[config.mk]
export PLATFORM = sky130hd
export DESIGN_NAME = sharpen_row_filter
export DESIGN_NICKNAME = d
export VERILOG_FILES = /design/src/rtl/sharpen_row_filter.sv
export SDC_FILE = /design/constraint.sdc
export NUM_CORES = 1
export LEC_CHECK = 0
export CORE_ASPECT_RATIO = 1.1
export CORE_MARGIN = 5
export CORE_UTILIZATION = 40
export CTS_CLUSTER_SIZE = 40
export DETAILED_ROUTE_END_ITERATION = 12
export PLACE_DENSITY = 0.85
export SLEW_MARGIN = 20
export SYNTH_ARGS = -nofsm -noshare
export SYNTH_HDL_FRONTEND = slang
export SYNTH_SLANG_ARGS = --single-unit
[constraint.sdc]
create_clock -name clk -period 5.35 [get_ports clk]
set_clock_uncertainty 0.2 [all_clocks]
set_input_delay 1.605 -clock clk [delete_from_list [all_inputs] [get_ports clk]]
set_output_delay 1.605 -clock clk [all_outputs]
set_load 0.05 [all_outputs]
[src/rtl/sharpen_row_filter.sv]
// Horizontal [-1,3,-1] row sharpener on an 8-bit pixel field, with edge replication and a single output slot.
// Optional clamp counter (sat_cnt) enabled by defining SHARPEN_SAT_CNT_EN.
module sharpen_row_filter #(
  parameter int ROW_LEN   = 64,
  parameter int FIELD_LSB = 12
) (
  input  logic        clk,
  input  logic        reset,
  input  logic [31:0] mask_in,
  input  logic        in_valid,
  output logic        in_ready,
  input  logic [31:0] in_data,
  output logic        out_valid,
  input  logic        out_ready,
  output logic [31:0] out_data,
  output logic        out_last
`ifdef SHARPEN_SAT_CNT_EN
  ,
  output logic [15:0] sat_cnt
`endif
);

  localparam int CW = (ROW_LEN > 2) ? $clog2(ROW_LEN) : 1;
  localparam logic [CW-1:0] LAST_COL = CW'(ROW_LEN - 1);

  typedef enum logic [1:0] {IDLE, RUN, FLUSH} state_e;

  state_e          state_q, state_d;
  logic [CW-1:0]   col_q, col_d;
  logic [7:0]      cur_q, cur_d, prev_q, prev_d;
  logic            out_valid_q, out_valid_d;
  logic [31:0]     out_data_q, out_data_d;
  logic            out_last_q, out_last_d;

  logic            slot_free, accept, emit;
  logic [7:0]      pix, r_pix, y_clamped;
  logic signed [10:0] y;
  logic            sat_lo, sat_hi;
  logic [31:0]     emit_data;

  assign slot_free = !out_valid_q || out_ready;
  assign in_ready  = (state_q != FLUSH) && slot_free;
  assign accept    = in_valid && in_ready;
  assign pix       = 8'((in_data & mask_in) >> FIELD_LSB);

  // Right neighbour is the incoming pixel, except on the row's last pixel where it replicates itself.
  assign r_pix = (state_q == FLUSH) ? cur_q : pix;

  always_comb begin
    y = $signed({3'b000, cur_q}) + $signed({3'b000, cur_q}) + $signed({3'b000, cur_q})
      - $signed({3'b000, prev_q}) - $signed({3'b000, r_pix});
    sat_lo = y[10];
    sat_hi = !y[10] && (y[9:8] != 2'b00);
    if (sat_lo)      y_clamped = 8'h00;
    else if (sat_hi) y_clamped = 8'hFF;
    else             y_clamped = y[7:0];
    emit_data = (32'(y_clamped) << FIELD_LSB) & mask_in;
  end

  always_comb begin
    state_d     = state_q;
    col_d       = col_q;
    cur_d       = cur_q;
    prev_d      = prev_q;
    out_valid_d = out_valid_q && !out_ready;
    out_data_d  = out_data_q;
    out_last_d  = out_last_q;
    emit        = 1'b0;
    case (state_q)
      IDLE: begin
        if (accept) begin
          cur_d   = pix;
          prev_d  = pix;
          col_d   = CW'(1);
          state_d = RUN;
        end
      end
      RUN: begin
        if (accept) begin
          emit   = 1'b1;
          prev_d = cur_q;
          cur_d  = pix;
          if (col_q == LAST_COL) begin
            state_d = FLUSH;
            col_d   = '0;
          end else begin
            col_d = col_q + CW'(1);
          end
        end
      end
      FLUSH: begin
        if (slot_free) begin
          emit    = 1'b1;
          state_d = IDLE;
        end
      end
      default: state_d = IDLE;
    endcase
    if (emit) begin
      out_valid_d = 1'b1;
      out_data_d  = emit_data;
      out_last_d  = (state_q == FLUSH);
    end
  end

  always_ff @(posedge clk) begin
    if (reset) begin
      state_q     <= IDLE;
      col_q       <= '0;
      cur_q       <= '0;
      prev_q      <= '0;
      out_valid_q <= 1'b0;
      out_data_q  <= '0;
      out_last_q  <= 1'b0;
    end else begin
      state_q     <= state_d;
      col_q       <= col_d;
      cur_q       <= cur_d;
      prev_q      <= prev_d;
      out_valid_q <= out_valid_d;
      out_data_q  <= out_data_d;
      out_last_q  <= out_last_d;
    end
  end

  assign out_valid = out_valid_q;
  assign out_data  = out_data_q;
  assign out_last  = out_last_q;

`ifdef SHARPEN_SAT_CNT_EN
  logic [15:0] sat_cnt_q, sat_cnt_d;

  // Counted when the result is produced, independent of when downstream takes it.
  always_comb begin
    sat_cnt_d = sat_cnt_q;
    if (emit && (sat_lo || sat_hi) && (sat_cnt_q != 16'hFFFF))
      sat_cnt_d = sat_cnt_q + 16'd1;
  end

  always_ff @(posedge clk) begin
    if (reset) sat_cnt_q <= '0;
    else       sat_cnt_q <= sat_cnt_d;
  end

  assign sat_cnt = sat_cnt_q;
`endif

endmodule

Yosys cells after proc, flatten, opt, wreduce, memory -nomap -nowiden:

Cells that the tools add are included.

* $add $sub $neg: 5
* equality and inequality tests: 8
* multiplexer cells: 19
* bitwise gates (word level): 2
* reductions and logical operators: 15

Operators with widths (number)
* 8-bit two-way mux: 5
* 20-bit by 32-bit bitwise AND with 32-bit output: 1
* 20-bit bitwise AND: 1
* 6-bit two-way mux: 3
* 8-bit one-hot mux with 2 select lines: 1
* 6-bit one-hot mux with 2 select lines: 1
* 10-bit by 8-bit subtractor with 11-bit output: 1
* 11-bit by 9-bit subtractor with 11-bit output: 1
* 9-bit by 8-bit adder with 10-bit output: 1
* 2-bit inequality test, second input constant: 5
* 8-bit by 8-bit adder with 9-bit output: 1
* 2-bit two-way mux: 4
* 6-bit by 1-bit adder with 6-bit output, second input constant: 1
* 6-bit == test, second input constant: 1
* 2-bit one-hot mux with 3 select lines: 1
* 1-bit logical AND: 4
* 4-bit AND reduction: 1
* 2-bit nonzero test: 2
* 1-bit logical NOT: 3
* 1-bit two-way mux: 3
* 3-bit AND reduction: 1
* 2-bit by 1-bit == test with 1-bit output, second input constant: 1
* 2-bit == test, second input constant: 1
* 2-bit logical NOT: 1
* other kinds (4): 4

* flip-flop bits (word level): 58
* bits of input ports: 68
* output and inout port bits: 35
* word-level logic and storage cells: 56

Depth between registers and ports, before layout:

Gate-level depths: netlist (run 1).

* depth after elaboration: 9
* depth in mapped cells: 17
* mapped depth without buffers: 15

Worst setup path after synthesis (run 1):

No wires, ideal clock.

* kind: input-to-reg
* from: input port in_data[15]
* to: register out_data_q[18], in the netlist out_data[18]
* library setup time: 88 ps
* arrival: 4433 ps
* required time: 5062 ps
* setup slack: 629 ps
* stages: 14
* path buffers: 0
* cells stage by stage: nand2_1 -> nor2_1 -> a21oi_1 -> fa_1 -> inv_1 -> fa_1 -> inv_1 -> ha_1 -> a21oi_2 -> a211oi_4 -> o21bai_2 -> a2111oi_4 -> nor3_4 -> a311oi_2

* word-level cells in the longest chain between the ends: 8
* elaborated cells between the ends (all ways): 9
* classes of those cells: add/sub: 1; mux: 3; bitwise: 2; reduce/logical: 3

RTL lines
* start: declaration: line 12 `input logic [31:0] in_data,`
* 20-bit bitwise AND (*): line 44 `assign pix = 8'((in_data & mask_in) >> FIELD_LSB);`
* 8-bit two-way mux (*): line 47 `assign r_pix = (state_q == FLUSH) ? cur_q : pix;`
* 11-bit by 9-bit subtractor with 11-bit output (*): line 51 `- $signed({3'b000, prev_q}) - $signed({3'b000, r_pix});`
* 2-bit nonzero test or 1-bit logical NOT (tied branches): line 53 `sat_hi = !y[10] && (y[9:8] != 2'b00);`
* 1-bit logical AND: line 53
* 8-bit two-way mux: line 55 `else if (sat_hi) y_clamped = 8'hFF;`
* 8-bit two-way mux (*): line 54 `if (sat_lo) y_clamped = 8'h00;`
* 20-bit by 32-bit bitwise AND with 32-bit output (*): line 57 `emit_data = (32'(y_clamped) << FIELD_LSB) & mask_in;`
* end signal: assignment: line 121 `out_data_q <= out_data_d;`
* end: declaration: line 32 `logic [31:0] out_data_q, out_data_d;`

Every way passes the cells marked *; elsewhere a longest branch is shown, timed or not.
A chain may end at the register's enable or synchronous reset.

Worst setup path after layout (run 1):

* from: input port mask_in[15]
* to: register out_data_q[16], in the netlist out_data[16]

* word-level cells in the longest chain between the ends: 8
* elaborated cells between the ends (all ways): 9
* classes of those cells: add/sub: 1; mux: 3; bitwise: 2; reduce/logical: 3

RTL lines
* start: declaration: line 9 `input logic [31:0] mask_in,`
* 20-bit bitwise AND (*): line 44
* 8-bit two-way mux (*): line 47
* 11-bit by 9-bit subtractor with 11-bit output (*): line 51
* 2-bit nonzero test or 1-bit logical NOT (tied branches): line 53
* 1-bit logical AND: line 53
* 8-bit two-way mux: line 55
* 8-bit two-way mux (*): line 54
* 20-bit by 32-bit bitwise AND with 32-bit output (*): line 57

Marked as above.

==> flow_summary.yaml, run 1 <==
run_status:
  run_status: "complete, no violations"
clock_network:
  clkSlewWorstSetupHoldPaths_ns: 0.07
  cts_buffer_depth: 2
  cts_tree: "yes"
  cts-root-buf: "clkbuf_8"
  cts_buffers: 5
  ctsHoldBuffers: 0
  clkSinkCount: 34
  htree_levels: 2
  insertion_delay_ns: 0.29
detailed_routing:
  drc: 0
  wire_per_inst_um: 14.6
  routed-via-count: 2372
  via_per_inst: 5.27
  antenna_left: 0
  firstDrtPassIters: 5
  drt_iter0_markers: 129
  routed_wirelength_um: 6580
pwr:
  p_leak_uw: 0.00139
  ir_drop_uv: 256
  power.density_nw_per_um2: 346
  total_power_uw: 1130
placed_design:
  place_inst: 442
  gp_congestion: 0.781
  pre_cts_slack_ns: -0.196
  dpl.hpwl_um: 4750
  io_buffers: 30
timing:
  max_freq_mhz: 192
  final.setup.worst_slack_ns: 0.132
  slew_headroom_pct: 28.0
  min_period_ns: 5.22
  final_max_slew_viol_count: 0
  setup_viol: 0
  final_hold_viol_count: 0
  whs_ns: 0.279
  period_share_pct: 97.5
  worst_pin_slew_ns: 1.08
synth:
  synth_top_area_cell: "dfxtp_1"
  synth_enable_flop_cells: 0
  synthFlopType: "dfxtp_1"
  yosysWarnings: 0
  async_flop_share_pct: 0
  yosys.area_share.simple_pct: 15.3
  syn_avg_cell_area_um2: 8.28
  synth_top_area_share_pct: 25.2
  synth_common_cells: "nor2_1 (46), dfxtp_1 (34), inv_1 (33)"
  synthAdderAreaFrac_pct: 19.5
  synth_compound_area_share_pct: 24.0
  ys_seq_area_share_pct: 25.2
  synth.mux.area_fraction_pct: 0.742
  synth.distinct_cells: 47
  synth_area_um2: 2700
  synth_top_family_by_area: "compound AO/OA/AOI/OAI gates"
  netlist_instances: 326
  yosys_register_bits: 34
  synthTopCellsByArea: "dfxtp_1 (25%), fa_1 (11%), ha_1 (8.3%)"
  synth.most_common_cell: "nor2_1"
  synth-xor-area-share_pct: 1.95
setup_path:
  crit_arrival_ns: 5.20
  rrSetupSlack_ns: 0.90
  cp_num_buf_inv: 4
  end_kind: "register"
  path_class: "primary input to register"
  slowest_stage: "fa_1"
  slowest_delay_ns: 0.52
  cpLargestDelayFamily: "adder cells"
  reg2reg_depth: 14
  cp-startpoint: "mask_in[15]"
  cp.required_ns: 5.33
  critPathLaunchType: "primary input"
  crit_fanout: 7
  rr_endpoint: "out_data[16]$_SDFFE_PP0P_"
  r2r-start: "state_q[0]$_SDFFE_PP0P_"
  cp_cell_sequence: "clkdlybuf4s50_1 -> nand2_1 -> nor2_1 -> a21oi_1 -> fa_1 -> inv_1 -> fa_1 -> inv_1 -> ha_4 -> nand3_2 -> a211oi_4 -> o21bai_2 -> a2111oi_4 -> nor3_4 -> buf_12 -> a311oi_1"
finish:
  drive_above_1_share_pct: 12.2
  nNetsFinal: 469
  stdcell_count: 450
  diodes: 0
  area_growth_pct: 20.8
  final_util_pct: 49.4
run:
  cap_viol_max_count: 0
die:
  die-area_um2: 8490
  rows: 31
  die_x_um: 88.3
  io_pins: 103
  core_um2: 6590
  initial_core_util_pct: 40.9
  die_h_um: 96.2
global_route:
  grt_pass1_wl_um: 10900
  grt_pass1_vias: 2345
  grt_usage_pct: 16.3
  grt_overflow: 0
  antenna_found_initial: 0
  grt_max_degree: 37
min_path:
  worstHoldStart: "out_data[19]$_SDFFE_PP0P_"
  hold_depth: 2
  min_path_type: "register to register"
  whs_endpoint: "out_data[19]$_SDFFE_PP0P_"
power by group:
| part | leakage, µW | internal, µW | total [µW] | switching, µW |
|---|---|---|---|---|
| registers | 0.000277 | 267 | 278 | 11.1 |
| logic | 0.00105 | 259 | 600 | 341 |
| clock network | 0.0000573 | 149 | 248 | 99.0 |
| total | 0.00139 | 675 | 1130 | 452 |
worst min-delay path, delay by kind of cell, from the launching register on:
kind	cells	cell delay (ns)
and+or+nand+nor	1	0.07
DFF	1	0.31
AOI/OAI and AO/OA	1	0.05
through the flow:
step           TNS [ns]  cell area (µm²)
3_3_place_gp     -0.556             3100
6_report              0             3260
3_5_place_dp      -1.16             3100
2_1_floorplan         0             2790
5_1_grt         -0.0920             3260
4_1_cts               0             3210
metal layers:
| layer | wire length, µm | up-vias | global-route usage (%) | share of wire [%] |
|---|---|---|---|---|
| met1 | 2600 | 1152 | 18.5 | 39 |
| met2 | 3530 | 57 | 29.9 | 54 |
| met3 | 294 | 15 | 3.25 | 4.5 |
| met4 | 157 | 0 | 5.92 | 2.4 |
| met5 | 0 | - | 0 | 0 |
| li1 | - | 1148 | - | - |
state kept, by name (all words and copies together) (netlist names):
register and flops:
cur_q 8, prev_q 8, out_data 8, state_q 2, out_valid 1, out_last 1, col_q 6
layout by cell type (no fill, tap or decap), drive strengths merged, types with 15 or more instances in the layout:
| cell type | count |
|---|---|
| nand2 | 19 |
| nor2 | 46 |
| a211oi | 19 |
| ha | 18 |
| fa | 15 |
| inv | 33 |
| buf | 21 |
| dfxtp | 34 |
| conb | 24 |
| a21oi | 31 |
| clkdlybuf4s50 | 29 |
area by class of cell:
class,instances,area (µm²)
clock buffers,6,82.6
clock inverters,1,30.0
fillers,614,3330
inverters,33,124
multi-input cells,244,1780
flip-flops and latches,34,681
well taps,82,103
repair buffers,50,460
cell families after synthesis:
group | after synthesis
adder cells (fa/ha/maj) | 33
AO/OA/AOI/OAI | 90
AND/OR/NAND/NOR | 89
other | 1
multiplexers | 2
buffers and inverters | 71
flip-flops | 34
XOR/XNOR | 6
worst max-delay path by stage:
| stage | to | cells past startpoint |
|---|---|---|
| 3_5_place_dp | out_data[16]$_SDFFE_PP0P_ | 15 |
| 2_1_floorplan | out_data[18]$_SDFFE_PP0P_ | 14 |
| 6_report | out_data[16]$_SDFFE_PP0P_ | 16 |
| 4_1_cts | out_data[16]$_SDFFE_PP0P_ | 15 |
| 3_3_place_gp | out_data[18]$_SDFFE_PP0P_ | 15 |
| 5_1_grt | out_data[15]$_SDFFE_PP0P_ | 16 |
what timing repair did:
| action | CTS | global route |
|---|---|---|
| setup endpoints to repair | 0 | 7 |
| setup buffers | 0 | 1 |
| hold endpoints to repair | 0 | 0 |
| resized for setup | 0 | 4 |
No activity file was read; power rests on OpenSTA's default activity.
==> inputs of run 2 (changes only) <==
- CTS_CLUSTER_DIAMETER: default -> 60
- clock period: 5.35 -> 6.45 ns (I/O delays scaled with it)
==> run 2 against run 1 <==
Worst hold slack better by 0.00053 ns. Register-to-register slack better by 1.1 ns. Global-route usage down 1.6 points. Core utilization down 2.7 points. Routed wire length down 8.4%. Critical path type is now primary input to output port.
==> flow_summary.yaml, run 2 (synthesis results as in run 1) <==
placed_design:
  pre_cts_slack_ns: 0.557
  dpl_cell_area_um2: 2970
  gp_congestion: 0.800
  io_buffers: 30
  dpl.hpwl_um: 4420
  place_inst: 425
setup_path:
  slowest_delay_ns: 0.84
  critPathLaunchType: "primary input"
  rrSetupSlack_ns: 1.97
  critPathMostFrequentCell: "clkdlybuf4s50_1"
  path_class: "primary input to output port"
  crit_arrival_ns: 3.51
  cp_cell_sequence: "clkdlybuf4s50_1 -> nor2b_1 -> nor2_1 -> clkdlybuf4s50_1"
  crit_fanout: 4
  cp.required_ns: 4.32
  end_kind: "output port"
  reg2reg_depth: 13
  slowest_stage: "clkdlybuf4s50_1"
timing:
  worst_pin_slew_ns: 1.04
  slew_headroom_pct: 29.7
  final_max_slew_viol_count: 0
  period_share_pct: 87.5
  final.setup.worst_slack_ns: 0.806
  final_hold_viol_count: 0
  tns_ns: 0
  max_freq_mhz: 177
  grt_setup_unrepaired: "no"
  min_period_ns: 5.64
  setup_viol: 0
die:
  die_x_um: 88.3
  die-area_um2: 8490
  initial_core_util_pct: 40.9
  rows: 31
  core_um2: 6590
  io_pins: 103
  die_h_um: 96.2
detailed_routing:
  firstDrtPassIters: 4
  via_per_inst: 5.32
  routed-via-count: 2300
  drt_iter0_markers: 128
  routed_wirelength_um: 6020
  wire_per_inst_um: 13.9
  drc: 0
  antenna_left: 0
global_route:
  grt_max_degree: 37
  grt_pass1_vias: 2146
  grt_overflow: 0
  antenna_found_initial: 0
  grt_pass1_wl_um: 9920
  grt_usage_pct: 14.7
min_path:
  min_path_type: "register to register"
  hold_depth: 2
finish:
  area_growth_pct: 14.2
  drive_above_1_share_pct: 6.29
  fill_cells: 628
  seq_area_um2: 681
  layout_common_cells: "nor2_1 (46), dfxtp_1 (34), inv_1 (33)"
  multiInputGateArea_um2: 1750
  final_area_um2: 3080
  final_common_cell: "nor2_1"
  diodes: 0
  nNetsFinal: 451
  stdcell_count: 432
clock_network:
  clkSlewWorstSetupHoldPaths_ns: 0.07
  post_cts.repair.setup_buffers: 0
  cts_buffer_depth: 2
  cts-resized-gates: 0
  ctsHoldBuffers: 0
  cts_tree: "yes"
  clkSinkCount: 34
  htree_levels: 2
  cts_buffers: 5
  insertion_delay_ns: 0.29
  cts-root-buf: "clkbuf_8"
pwr:
  power.density_nw_per_um2: 272
  ir_drop_uv: 112
  p_leak_uw: 0.00130
run_status:
  run_status: "complete, no violations"
run:
  cap_viol_max_count: 0
==> run 2: cell count changes in the layout (fill, tap and decap cells not counted) <==
cell	previous run	this run
a21oi_1	29	30
a21oi_2	2	1
buf_12	1	0
buf_4	20	2
clkdlybuf4s50_1	29	30
ha_1	16	18
ha_4	2	0
nand2_1	18	19
nand2_2	1	0
==> run 2: report_power, final <==
group / total, µW / internal [µW] / switching (µW)
combinational: 400 / 150 / 250
sequential: 231 / 222 / 9.24
clock: 209 / 124 / 85.5
==> run 2: layout make-up <==
type / instances / area share [%]
Clock inverter: 1 / 0.974
Timing Repair Buffer: 32 / 10.2
Sequential cell: 34 / 22.1
Clock buffer: 6 / 2.68
Tap cell: 82 / 3.33
Multi-Input combinational cell: 244 / 56.7
Inverter: 33 / 4.02
==> run 2: final timing paths <==
path	end	start
setup / recovery	in_ready	out_ready
hold / removal	out_data[19]$_SDFFE_PP0P_	out_data[19]$_SDFFE_PP0P_
setup reg to reg	out_data[18]$_SDFFE_PP0P_	state_q[0]$_SDFFE_PP0P_
hold reg to reg	out_data[19]$_SDFFE_PP0P_	out_data[19]$_SDFFE_PP0P_
==> run 2: critical path, delay by kind of cell <==
family                 cells  cell delay (ns)
and+or+nand+nor            2             0.26
buffers and inverters      2             1.31
==> run 2: layer usage <==
layer	global-route usage, %	vias to the layer above	wire length (µm)
li1	-	1109	-
met2	26.3	69	3140
met1	17.3	1114	2460
met5	0	-	0
met3	3.17	8	340
met4	4.53	0	88
==> run 2: per-stage QoR <==
step	utilization [%]	hold slack (ns)	total power, µW
finish	46.8	0.280	840
global route	46.8	0.318	891
CTS	46.8	0.284	837
detailed placement	45.0	0.271	627
global placement	45.0	0.269	615
floorplan	-	0.263	566
==> inputs of run 3 (changes only) <==
- CORE_UTILIZATION: 40 -> 43
- CTS_CLUSTER_SIZE: 40 -> 10
- PLACE_DENSITY: 0.85 -> 0.9
==> run 3 against run 2 <==
Register-to-register slack is essentially flat. Worst hold slack better by 0.0051 ns. Clock power down 3%. Highest routed layer unchanged. Critical path depth up 11. Clock-buffer cell count unchanged. Flip-flop and latch count unchanged. Cell count shrank 0.46%. Worst setup slack got worse by 0.0056 ns.
==> flow_summary.yaml, run 3 (synthesis results as in run 1) <==
run_status:
  run_status: "complete, no violations"
run:
  cap_viol_max_count: 0
pwr:
  pwr-share-comb_pct: 48.2
  switchingPower_uw: 340
  clockPowerShare_pct: 24.1
  power_frac_seq_pct: 27.7
  swShare_pct: 40.7
  power.density_nw_per_um2: 271
  p_int_uw: 495
  ir_drop_uv: 131
  p_leak_uw: 0.00130
die:
  die_x_um: 85.5
  io_pins: 103
  die-area_um2: 7960
  initial_core_util_pct: 43.8
  rows: 30
  die_h_um: 93.1
  core_um2: 6160
setup_path:
  rrSetupSlack_ns: 1.98
  cp_cell_sequence: "clkdlybuf4s50_1 -> nand2_1 -> nor2_1 -> a21oi_1 -> fa_1 -> inv_1 -> fa_1 -> inv_1 -> ha_1 -> nand3_2 -> a211oi_4 -> o21bai_2 -> a2111oi_4 -> nor3_4 -> a311oi_2"
  path_class: "primary input to register"
  end_kind: "register"
  cpLargestDelayFamily: "adder cells"
  crit_arrival_ns: 5.64
  critPathLaunchType: "primary input"
  cp_num_buf_inv: 3
  slowest_delay_ns: 0.51
  rr_endpoint: "out_data[18]$_SDFFE_PP0P_"
  reg2reg_depth: 14
  cp.required_ns: 6.44
  cp-startpoint: "mask_in[15]"
  crit_fanout: 7
  r2r-start: "state_q[0]$_SDFFE_PP0P_"
  slowest_stage: "fa_1"
clock_network:
  cts_buffers: 5
  post_cts.repair.setup_buffers: 0
  ctsHoldBuffers: 0
  cts-root-buf: "clkbuf_8"
  cts-resized-gates: 0
  htree_levels: 2
  insertion_delay_ns: 0.29
  cts_buffer_depth: 2
  cts_tree: "yes"
  clkSlewWorstSetupHoldPaths_ns: 0.07
  clkSinkCount: 34
detailed_routing:
  routed-via-count: 2257
  antenna_left: 0
  drc: 0
  via_per_inst: 5.25
  wire_per_inst_um: 13.7
  drt_iter0_markers: 117
  firstDrtPassIters: 4
  routed_wirelength_um: 5890
placed_design:
  dpl.hpwl_um: 4440
  gp_congestion: 0.826
  io_buffers: 30
finish:
  fill_cells: 582
  final_util_pct: 50.0
  nNetsFinal: 451
  area_growth_pct: 14.1
  layout_common_cells: "nor2_1 (46), dfxtp_1 (34), inv_1 (33)"
  drive_above_1_share_pct: 6.29
  final_common_cell: "nor2_1"
  diodes: 0
global_route:
  grt_pass1_wl_um: 10200
  grt_pass1_vias: 2295
  antenna_found_initial: 0
  grt_max_degree: 37
  grt_overflow: 0
  grt_usage_pct: 15.8
timing:
  max_freq_mhz: 177
  period_share_pct: 87.6
  min_period_ns: 5.65
  grt_setup_unrepaired: "no"
  setup_viol: 0
  final_max_slew_viol_count: 0
  tns_ns: 0
  worst_pin_slew_ns: 0.946
  final_hold_viol_count: 0
  slew_headroom_pct: 36.1
min_path:
  hold_depth: 2
  min_path_type: "register to register"
  worstHoldStart: "out_data[19]$_SDFFE_PP0P_"
  whs_endpoint: "out_data[19]$_SDFFE_PP0P_"
-- run 3: cell counts in the layout (fill, tap and decap cells not counted) --
No cell type changed its count.
-- run 3: area by class of cell --
cell class | instances | area [µm²] | share of cell area [%]
clock buffers | 6 | 82.6 | 2.68
well taps | 80 | 100 | 3.25
repair buffers | 32 | 315 | 10.2
multi-input cells | 244 | 1750 | 56.7
inverters | 33 | 124 | 4.02
flip-flops and latches | 34 | 681 | 22.1
clock inverters | 1 | 30.0 | 0.975
-- run 3: worst max path at each step --
stage / cells after the start / to
3_3_place_gp: 15 / out_data[18]$_SDFFE_PP0P_
4_1_cts: 4 / in_ready
2_1_floorplan: 14 / out_data[18]$_SDFFE_PP0P_
3_5_place_dp: 15 / out_data[18]$_SDFFE_PP0P_
6_report: 15 / out_data[18]$_SDFFE_PP0P_
5_1_grt: 15 / out_data[18]$_SDFFE_PP0P_
-- run 3: metal layers --
layer / wire length [µm] / GRT usage [%] / up-vias
li1: - / - / 1109
met1: 2370 / 18.1 / 1087
met2: 3120 / 28.1 / 50
met3: 265 / 3.35 / 11
met4: 136 / 6.60 / 0
met5: 0 / 0 / -
-- run 3: power groups by stage --
| stage | logic [µW] | clock network (µW) | registers, µW |
|---|---|---|---|
| 2_1_floorplan | 330 | 0 | 236 |
| 3_3_place_gp | 379 | 0 | 235 |
| 3_5_place_dp | 392 | 0 | 236 |
| 4_1_cts | 401 | 207 | 231 |
| 5_1_grt | 447 | 215 | 233 |
| 6_report | 402 | 202 | 231 |
-- run 3: per-stage QoR --
step	instance area, µm²	std cells	setup WS, ns	hold slack, ns	power (µW)
global route	3080	430	0.537	0.331	895
detailed placement	2970	423	0.556	0.275	628
CTS	3080	430	0.811	0.288	838
global placement	2970	423	0.663	0.267	614
floorplan	2790	349	1.40	0.263	566
finish	3080	430	0.801	0.285	835
-- run 3: tightest hold or removal path: cells and delay by family, from the launching register on --
family | cells | cell delay, ns
DFF | 1 | 0.31
and+or+nand+nor | 1 | 0.07
AOI/OAI and AO/OA | 1 | 0.06
